`src/rtl/regfile_2r2w_shq_pkg.sv`:
```
`default_nettype none
// ============================================================================
// Module   : regfile_2r2w_shq_pkg
// Purpose  : Shared definitions for the two-read/two-write shift-queue
//            register file. It holds the default geometry and the helpers
//            that derive the address and occupancy-counter widths from DEPTH.
// Ports    : none (package)
// Revision : 1.0 - initial release
// ============================================================================
package regfile_2r2w_shq_pkg;

    localparam int DEFAULT_WIDTH = 8;
    localparam int DEFAULT_DEPTH = 8;

    // Index width. DEPTH is at least 2, so the result is never below 1.
    // The max() guard keeps the helper safe if it is ever used elsewhere.
    function automatic int addr_width(input int depth);
        return (depth > 1) ? $clog2(depth) : 1;
    endfunction

    // Width of the occupancy counter. COUNT_W = AW + 1, so the counter can
    // hold the value DEPTH even when DEPTH is a power of two.
    function automatic int count_width(input int depth);
        return addr_width(depth) + 1;
    endfunction

endpackage : regfile_2r2w_shq_pkg
`default_nettype wire

```
`src/rtl/regfile_2r2w_shq_if.sv`:
```
`default_nettype none
// ============================================================================
// Module   : regfile_2r2w_shq_if
// Purpose  : Bundles the shift, write, read and status signals of the
//            register file.
// Ports    : master - drives qin/qdata, the write ports and the read
//                     addresses, and observes the read data and status.
//            slave  - the register file side.
//            Signals: qin, qdata, wen_a/waddr_a/wdata_a, wen_b/waddr_b/wdata_b,
//                     raddr_a/rdata_a, raddr_b/rdata_b, count, full, qout,
//                     qout_valid, wr_drop.
// Revision : 1.0 - initial release
// ============================================================================
interface regfile_2r2w_shq_if
    import regfile_2r2w_shq_pkg::*;
#(
    parameter int WIDTH = DEFAULT_WIDTH,
    parameter int DEPTH = DEFAULT_DEPTH
);
    localparam int AW      = addr_width(DEPTH);
    localparam int COUNT_W = count_width(DEPTH);

    logic               qin;
    logic [WIDTH-1:0]   qdata;
    logic               wen_a;
    logic [AW-1:0]      waddr_a;
    logic [WIDTH-1:0]   wdata_a;
    logic               wen_b;
    logic [AW-1:0]      waddr_b;
    logic [WIDTH-1:0]   wdata_b;
    logic [AW-1:0]      raddr_a;
    logic [WIDTH-1:0]   rdata_a;
    logic [AW-1:0]      raddr_b;
    logic [WIDTH-1:0]   rdata_b;
    logic [COUNT_W-1:0] count;
    logic               full;
    logic [WIDTH-1:0]   qout;
    logic               qout_valid;
    logic               wr_drop;

    modport master (
        output qin, qdata,
        output wen_a, waddr_a, wdata_a,
        output wen_b, waddr_b, wdata_b,
        output raddr_a, raddr_b,
        input  rdata_a, rdata_b,
        input  count, full, qout, qout_valid, wr_drop
    );

    modport slave (
        input  qin, qdata,
        input  wen_a, waddr_a, wdata_a,
        input  wen_b, waddr_b, wdata_b,
        input  raddr_a, raddr_b,
        output rdata_a, rdata_b,
        output count, full, qout, qout_valid, wr_drop
    );

endinterface : regfile_2r2w_shq_if
`default_nettype wire

```
`src/rtl/regfile_2r2w_shq_cell.sv`:
```
`default_nettype none
// ============================================================================
// Module   : regfile_cell
// Purpose  : One WIDTH-bit storage entry of the shift-queue register file.
//            The update priority is shift > write A > write B > hold.
// Ports    : clk, rst_n         - clock and asynchronous active-low reset
//            shift_en, shift_in - queue shift and the data from the previous
//                                 stage
//            wa_en, wa_data     - write from port A (already address-decoded)
//            wb_en, wb_data     - write from port B (already address-decoded)
//            q                  - stored value
// Revision : 1.0 - initial release
// ============================================================================
module regfile_cell
    import regfile_2r2w_shq_pkg::*;
#(
    parameter int WIDTH = DEFAULT_WIDTH
) (
    input  logic             clk,
    input  logic             rst_n,
    input  logic             shift_en,
    input  logic [WIDTH-1:0] shift_in,
    input  logic             wa_en,
    input  logic [WIDTH-1:0] wa_data,
    input  logic             wb_en,
    input  logic [WIDTH-1:0] wb_data,
    output logic [WIDTH-1:0] q
);

    logic [WIDTH-1:0] r_q;

    always_ff @(posedge clk or negedge rst_n) begin
        if (!rst_n) begin
            r_q <= '0;
        end else if (shift_en) begin
            r_q <= shift_in;
        end else if (wa_en) begin
            r_q <= wa_data;
        end else if (wb_en) begin
            r_q <= wb_data;
        end
    end

    assign q = r_q;

endmodule : regfile_cell
`default_nettype wire

```
`src/rtl/regfile_2r2w_shq.sv`:
```
`default_nettype none
// ============================================================================
// Module   : regfile_2r2w_shq
// Purpose  : A DEPTH x WIDTH register file with two indexed write ports, two
//            combinational read ports and a queue-shift mode. It also provides
//            occupancy tracking, an eviction output, write-drop reporting and
//            optional read-during-write bypass.
// Ports    : clk   - rising-edge clock
//            rst_n - asynchronous active-low reset
//            bus   - regfile_2r2w_shq_if.slave (shift, writes, reads, status)
// Revision : 1.0 - initial release
// ============================================================================
module regfile_2r2w_shq
    import regfile_2r2w_shq_pkg::*;
#(
    parameter int WIDTH  = DEFAULT_WIDTH,
    parameter int DEPTH  = DEFAULT_DEPTH,
    parameter int BYPASS = 1
) (
    input  logic               clk,
    input  logic               rst_n,
    regfile_2r2w_shq_if.slave  bus
);

    localparam int AW      = addr_width(DEPTH);
    localparam int COUNT_W = count_width(DEPTH);
    localparam logic [COUNT_W-1:0] c_depth = COUNT_W'(DEPTH);

    logic               w_a_in_range;
    logic               w_b_in_range;
    logic               w_collide;
    logic               w_a_accept;
    logic               w_b_accept;
    logic               w_drop;
    logic               w_full;
    logic [WIDTH-1:0]   w_entry [DEPTH];
    logic [WIDTH-1:0]   w_rdata_a;
    logic [WIDTH-1:0]   w_rdata_b;

    logic [COUNT_W-1:0] r_count;
    logic [WIDTH-1:0]   r_qout;
    logic               r_qout_valid;
    logic               r_wr_drop;

    // ------------------------------------------------------------------
    // Write decode. A shift suppresses both writes. On an address clash
    // port A wins, so port B is withdrawn and the clash is reported as a
    // drop.
    // ------------------------------------------------------------------
    assign w_a_in_range = ({1'b0, bus.waddr_a} < c_depth);
    assign w_b_in_range = ({1'b0, bus.waddr_b} < c_depth);
    assign w_collide    = bus.wen_a && bus.wen_b && (bus.waddr_a == bus.waddr_b);

    assign w_a_accept = !bus.qin && bus.wen_a && w_a_in_range;
    assign w_b_accept = !bus.qin && bus.wen_b && w_b_in_range && !w_collide;

    assign w_drop = bus.qin ? (bus.wen_a || bus.wen_b)
                            : ((bus.wen_a && !w_a_in_range) ||
                               (bus.wen_b && !w_b_in_range) ||
                               w_collide);

    assign w_full = (r_count == c_depth);

    // ------------------------------------------------------------------
    // Storage: one cell per entry. The shift input of each cell comes from
    // the previous entry; entry 0 takes qdata.
    // ------------------------------------------------------------------
    for (genvar i = 0; i < DEPTH; i++) begin : g_entry
        logic [WIDTH-1:0] w_shift_in;

        if (i == 0) begin : g_head
            assign w_shift_in = bus.qdata;
        end else begin : g_link
            assign w_shift_in = w_entry[i-1];
        end

        regfile_cell #(
            .WIDTH    (WIDTH)
        ) u_cell (
            .clk      (clk),
            .rst_n    (rst_n),
            .shift_en (bus.qin),
            .shift_in (w_shift_in),
            .wa_en    (w_a_accept && (bus.waddr_a == AW'(i))),
            .wa_data  (bus.wdata_a),
            .wb_en    (w_b_accept && (bus.waddr_b == AW'(i))),
            .wb_data  (bus.wdata_b),
            .q        (w_entry[i])
        );
    end

    // ------------------------------------------------------------------
    // Occupancy, eviction and pulse outputs
    // ------------------------------------------------------------------
    always_ff @(posedge clk or negedge rst_n) begin
        if (!rst_n) begin
            r_count      <= '0;
            r_qout       <= '0;
            r_qout_valid <= 1'b0;
            r_wr_drop    <= 1'b0;
        end else begin
            r_wr_drop <= w_drop;
            if (bus.qin) begin
                r_qout       <= w_entry[DEPTH-1];
                // The evicted entry is real only if every slot was filled by
                // a shift before this edge.
                r_qout_valid <= w_full;
                if (!w_full) begin
                    r_count <= r_count + COUNT_W'(1);
                end
            end else begin
                r_qout_valid <= 1'b0;
            end
        end
    end

    // ------------------------------------------------------------------
    // Read muxes. The loop leaves the value at 0 for indices at or above
    // DEPTH. The bypass overlays are applied only to accepted writes,
    // which already exclude shift cycles and out-of-range indices. Port A
    // is applied last so that it wins when both ports hit.
    // ------------------------------------------------------------------
    always_comb begin
        w_rdata_a = '0;
        w_rdata_b = '0;
        for (int i = 0; i < DEPTH; i++) begin
            if (bus.raddr_a == AW'(i)) begin
                w_rdata_a = w_entry[i];
            end
            if (bus.raddr_b == AW'(i)) begin
                w_rdata_b = w_entry[i];
            end
        end
        if (BYPASS != 0) begin
            if (w_b_accept && (bus.waddr_b == bus.raddr_a)) w_rdata_a = bus.wdata_b;
            if (w_a_accept && (bus.waddr_a == bus.raddr_a)) w_rdata_a = bus.wdata_a;
            if (w_b_accept && (bus.waddr_b == bus.raddr_b)) w_rdata_b = bus.wdata_b;
            if (w_a_accept && (bus.waddr_a == bus.raddr_b)) w_rdata_b = bus.wdata_a;
        end
    end

    assign bus.rdata_a    = w_rdata_a;
    assign bus.rdata_b    = w_rdata_b;
    assign bus.count      = r_count;
    assign bus.full       = w_full;
    assign bus.qout       = r_qout;
    assign bus.qout_valid = r_qout_valid;
    assign bus.wr_drop    = r_wr_drop;

endmodule : regfile_2r2w_shq
`default_nettype wire

```
`src/flat_wrapper.sv`:
```
// flat-port wrapper written by rule: the top's interface ports become plain ports
module regfile_2r2w_shq_flat import regfile_2r2w_shq_pkg::*;
#(
    parameter int WIDTH  = DEFAULT_WIDTH,
    parameter int DEPTH  = DEFAULT_DEPTH,
    parameter int BYPASS = 1
)
  (clk, rst_n, bus_qin, bus_qdata, bus_wen_a, bus_waddr_a, bus_wdata_a, bus_wen_b, bus_waddr_b, bus_wdata_b, bus_raddr_a, bus_raddr_b, bus_rdata_a, bus_rdata_b, bus_count, bus_full, bus_qout, bus_qout_valid, bus_wr_drop);
  regfile_2r2w_shq_if #(.WIDTH(WIDTH), .DEPTH(DEPTH)) bus_i ();
  input  logic clk;
  input  logic rst_n;
  input wire logic [$bits(bus_i.qin)-1:0] bus_qin;
  input wire logic [$bits(bus_i.qdata)-1:0] bus_qdata;
  input wire logic [$bits(bus_i.wen_a)-1:0] bus_wen_a;
  input wire logic [$bits(bus_i.waddr_a)-1:0] bus_waddr_a;
  input wire logic [$bits(bus_i.wdata_a)-1:0] bus_wdata_a;
  input wire logic [$bits(bus_i.wen_b)-1:0] bus_wen_b;
  input wire logic [$bits(bus_i.waddr_b)-1:0] bus_waddr_b;
  input wire logic [$bits(bus_i.wdata_b)-1:0] bus_wdata_b;
  input wire logic [$bits(bus_i.raddr_a)-1:0] bus_raddr_a;
  input wire logic [$bits(bus_i.raddr_b)-1:0] bus_raddr_b;
  output wire logic [$bits(bus_i.rdata_a)-1:0] bus_rdata_a;
  output wire logic [$bits(bus_i.rdata_b)-1:0] bus_rdata_b;
  output wire logic [$bits(bus_i.count)-1:0] bus_count;
  output wire logic [$bits(bus_i.full)-1:0] bus_full;
  output wire logic [$bits(bus_i.qout)-1:0] bus_qout;
  output wire logic [$bits(bus_i.qout_valid)-1:0] bus_qout_valid;
  output wire logic [$bits(bus_i.wr_drop)-1:0] bus_wr_drop;
  assign bus_i.qin = bus_qin;
  assign bus_i.qdata = bus_qdata;
  assign bus_i.wen_a = bus_wen_a;
  assign bus_i.waddr_a = bus_waddr_a;
  assign bus_i.wdata_a = bus_wdata_a;
  assign bus_i.wen_b = bus_wen_b;
  assign bus_i.waddr_b = bus_waddr_b;
  assign bus_i.wdata_b = bus_wdata_b;
  assign bus_i.raddr_a = bus_raddr_a;
  assign bus_i.raddr_b = bus_raddr_b;
  assign bus_rdata_a = bus_i.rdata_a;
  assign bus_rdata_b = bus_i.rdata_b;
  assign bus_count = bus_i.count;
  assign bus_full = bus_i.full;
  assign bus_qout = bus_i.qout;
  assign bus_qout_valid = bus_i.qout_valid;
  assign bus_wr_drop = bus_i.wr_drop;
  regfile_2r2w_shq #(.WIDTH(WIDTH), .DEPTH(DEPTH), .BYPASS(BYPASS)) u_core (.clk(clk), .rst_n(rst_n), .bus(bus_i));
endmodule
```
`config.mk`:
```
export PLATFORM = sky130hd
export DESIGN_NAME = regfile_2r2w_shq_flat
export DESIGN_NICKNAME = d
export VERILOG_FILES = /design/src/rtl/regfile_2r2w_shq_pkg.sv /design/src/rtl/regfile_2r2w_shq_if.sv /design/src/rtl/regfile_2r2w_shq_cell.sv /design/src/rtl/regfile_2r2w_shq.sv /design/src/flat_wrapper.sv
export SDC_FILE = /design/constraint.sdc
export NUM_CORES = 1
export LEC_CHECK = 0
export BUFFER_PORTS_ARGS = -buffer_cell sky130_fd_sc_hd__buf_2
export CORE_MARGIN = 5
export CORE_UTILIZATION = 40
export CTS_CLUSTER_DIAMETER = 200
export DETAILED_ROUTE_END_ITERATION = 10
export HOLD_SLACK_MARGIN = 0.1
export PLACE_DENSITY = 0.65
export SLEW_MARGIN = 30
export SYNTH_ARGS = -nofsm -noshare
export SYNTH_HDL_FRONTEND = slang
export SYNTH_HIERARCHICAL = 1
export SYNTH_SLANG_ARGS = --single-unit
```
`constraint.sdc`:
```
create_clock -name clk -period 2.8 [get_ports clk]
set_clock_uncertainty 0.1 [all_clocks]
set_input_delay 0.42 -clock clk [delete_from_list [all_inputs] [get_ports clk]]
set_output_delay 0.42 -clock clk [all_outputs]
set_load 0.01 [all_outputs]
```
==> summary.txt <==
Synth
  • Net Count, Synth: 619
  • Post-synth EDFFs: 0
  • Primary FF master, synth: dfrtp_1
  • Yosys top cell area share: 0.332
  • Area of the mapped netlist: 5880 um2
  • Syn Inst Count: 576
  • Ys Warns: 6
  • Largest area contributor in the synthesized netlist: dfrtp_1
  • FF+latch count, synth: 78
  • Top post-synthesis cells by count: 78 x dfrtp_1, 70 x a21oi_1, 64 x a22oi_1, 52 x o21ai_0, 48 x and3b_2
  • Yosys cell types: 43
  • Most frequent cell after synthesis: dfrtp_1
  • Synth area leaders: dfrtp_1 33%, mux4_2 11%, and3b_2 8.2%, a22oi_1 8.2%, a21oi_1 6.0%
  • Syn avg cell area: 10.2 um2
  • Synth async-reset ratio: 1.00
  • Sequential-to-total area share from yosys stat: 0.332

Timing
  • Worst Hold Slack: 0.219 ns
  • Setup TNS: 0 ns
  • Post-route setup slack: 0.118 ns
  • Achievable Freq: 0.373 GHz
  • Endpoints failing setup: 0
  • Pin slew with the least headroom to its limit: 0.828 ns
  • Crit share post-route: 0.958
  • Unrepaired setup endpoints after global routing: false
  • Worst slew margin: 0.446
  • Max-slew violations: 0
  • Final hold vios: 0
  • Min Tclk post-route: 2.68 ns

Floorplan
  • Core Area: 14500 um2
  • Chip width: 131 um
  • Die Height: 131 um
  • Initial core utilization: 0.406
  • Rows: 44
  • DIE AREA: 17200 um2
  • I/O pin count: 72

Place
  • I/O Buffers: 71
  • Place WS: 0.0810 ns
  • RePlAce Congestion: 0.970
  • DP HPWL: 12900 um
  • Instance area at placement: 6400 um2

Route
  • # DRC: 0
  • Detail Route Antenna Nets: 0
  • Routed wire length: 17600 um
  • Drt wl/cell: 21.3 um
  • Vias per cell: 6.21
  • First-pass iteration count of the detailed router: 5
  • DR iter-0 viols: 689
  • Via Count: 5127

Setup path
  • Worst r2r path cells: 5
  • R2r setup slk: 1.19 ns
  • Reg2reg start: u_core/bus.count[0]
  • Crit-path cells: buf_2 -> xor2_1 -> o41a_1 -> and2_1 -> buf_4 -> a221oi_1 -> buf_2
  • CP most frequent cell: buf_2
  • Crit Path Class: in2out
  • Crit. End Element: primary output
  • Critical path data arrival time: 2.16 ns
  • Critical Path Source Type: input pin
  • Crit path launch: bus_waddr_b[0]
  • CP peak stage delay: 0.46 ns
  • Reg-to-reg endpoint: u_core/bus.count[1]
  • Crit-path max FO: 8
  • CP endpoint: bus_rdata_a[1]
  • Slowest-stage cell, CP: o41a_1
  • Crit path required time: 2.28 ns

Power
  • Pleak: 0.00290 uW
  • Total chip power: 3790 uW
  • Peak VDD IR: 0.370 mV
  • Pwr Density: 565 nW/um2

Global routing
  • GRT Overall Usage: 0.199
  • Total gr overflow: 0
  • Initial antenna violation count: 0
  • Vias in the first global route: 5131
  • Largest net degree at the start of global routing: 147
  • First-pass GRT wire length: 28100 um

CTS
  • Worst skew pair latency: 0.35 ns
  • Number of CTS-inserted buffers: 9
  • CTS H-tree lvls: 3
  • Clock root buffer: clkbuf_16
  • CTS sink cnt: 78
  • TritonCTS clock tree: yes
  • Clock transition at the registers of the reported paths: 0.06 ns
  • CTS max path bufs: 2

Final layout
  • Post-route cell area: 6710 um2
  • Share of layout cells above drive strength 1: 0.332
  • Nets: 680
  • # diodes: 0
  • P&R area growth vs syn: 14.1%

Run status
  • Run status: complete, no violations

Run
  • Max Cap Viol: 0

Worst hold path
  • Type of the worst min-delay path: in2reg
-- critical path: cells and delay by family --
| family | cells | cell delay (ns) |
|---|---|---|
| and+or+nand+nor | 1 | 0.23 |
| xor gates and xnor gates | 1 | 0.19 |
| buffers and inverters | 3 | 0.54 |
| AOI/OAI and AO/OA | 2 | 0.78 |
-- per-stage QoR --
stage	util	std cells
floorplan	-	576
global placement	0.442	809
detailed placement	0.442	809
CTS	0.463	825
global route	0.464	825
finish	0.464	825
-- how the worst min path moves through the flow --
stage | depth (start not counted) | endpoint | slack, ns | from
final | 3 | u_core/g_entry[0].u_cell/q[3] | 0.22 | bus_qdata[3]
after global routing | 3 | u_core/g_entry[0].u_cell/q[3] | 0.22 | bus_qdata[3]
after CTS | 3 | u_core/g_entry[0].u_cell/q[0] | 0.21 | bus_qdata[0]
after detailed placement | 1 | u_core/g_entry[1].u_cell/q[3] | 0.33 | rst_n
after global placement | 1 | u_core/g_entry[1].u_cell/q[3] | 0.32 | rst_n
after floorplan | 0 | u_core/bus.count[0] | 0.02 | rst_n
-- placed cells by master (no fill, tap or decap), types with 11 or more instances in the layout --
cell and count:
a21oi_1 70, a22oi_1 64, and3b_1 16, and3b_2 48
buf_2 69, buf_4 21, dfrtp_1 78, mux2i_1 18
mux4_2 28, nor2_1 30, o21ai_0 52, o21ai_1 16
xnor2_1 11
-- per-layer routing --
layer	GRT usage	part of all wire	vias to the layer above
li1	-	-	2360
met1	0.275	0.43	2508
met2	0.311	0.48	229
met3	0.0413	0.065	30
met4	0.0674	0.019	0
met5	0	0	-
-- cells by family (layout without fill, tap and decap cells) --
group,count (synthesis),in the layout,synth area share
compound gates,229,229,0.243
simple gates,139,139,0.183
flops,78,78,0.332
mux,56,56,0.157
buf+inv,55,120,0.0551
xor+xnor,17,17,0.0253
fa+ha+maj,2,2,0.00425
-- flip-flops by register name (all words and copies together), names as in the netlist --
signal                   flops
u_core/bus.count             4
u_core/bus.qout_valid        1
u_core/g_entry.u_cell/q     64
u_core/bus.qout              8
u_core/bus.wr_drop           1
-- power breakdown --
part	internal (uW)	switching, uW	total, uW
registers	1330	225	1560
logic	514	539	1050
clock network	707	475	1180
-- layout make-up --
class / count / area (um2)
inverter: 11 / 41.3
fill: 1330 / 7770
clock inverter: 4 / 47.5
timing repair buffer: 94 / 573
tap: 184 / 230
multi-input combinational: 443 / 3620
clock buffer: 11 / 243
sequential: 78 / 1950
-- repair_timing --
action,4_1_cts,5_1_grt
gates resized for setup,0,1
hold endpoints to repair,36,0
hold buffers,1,0
setup buffers,0,0
endpoints found under the setup margin,0,1
No activity file was read; power rests on OpenSTA's default activity.
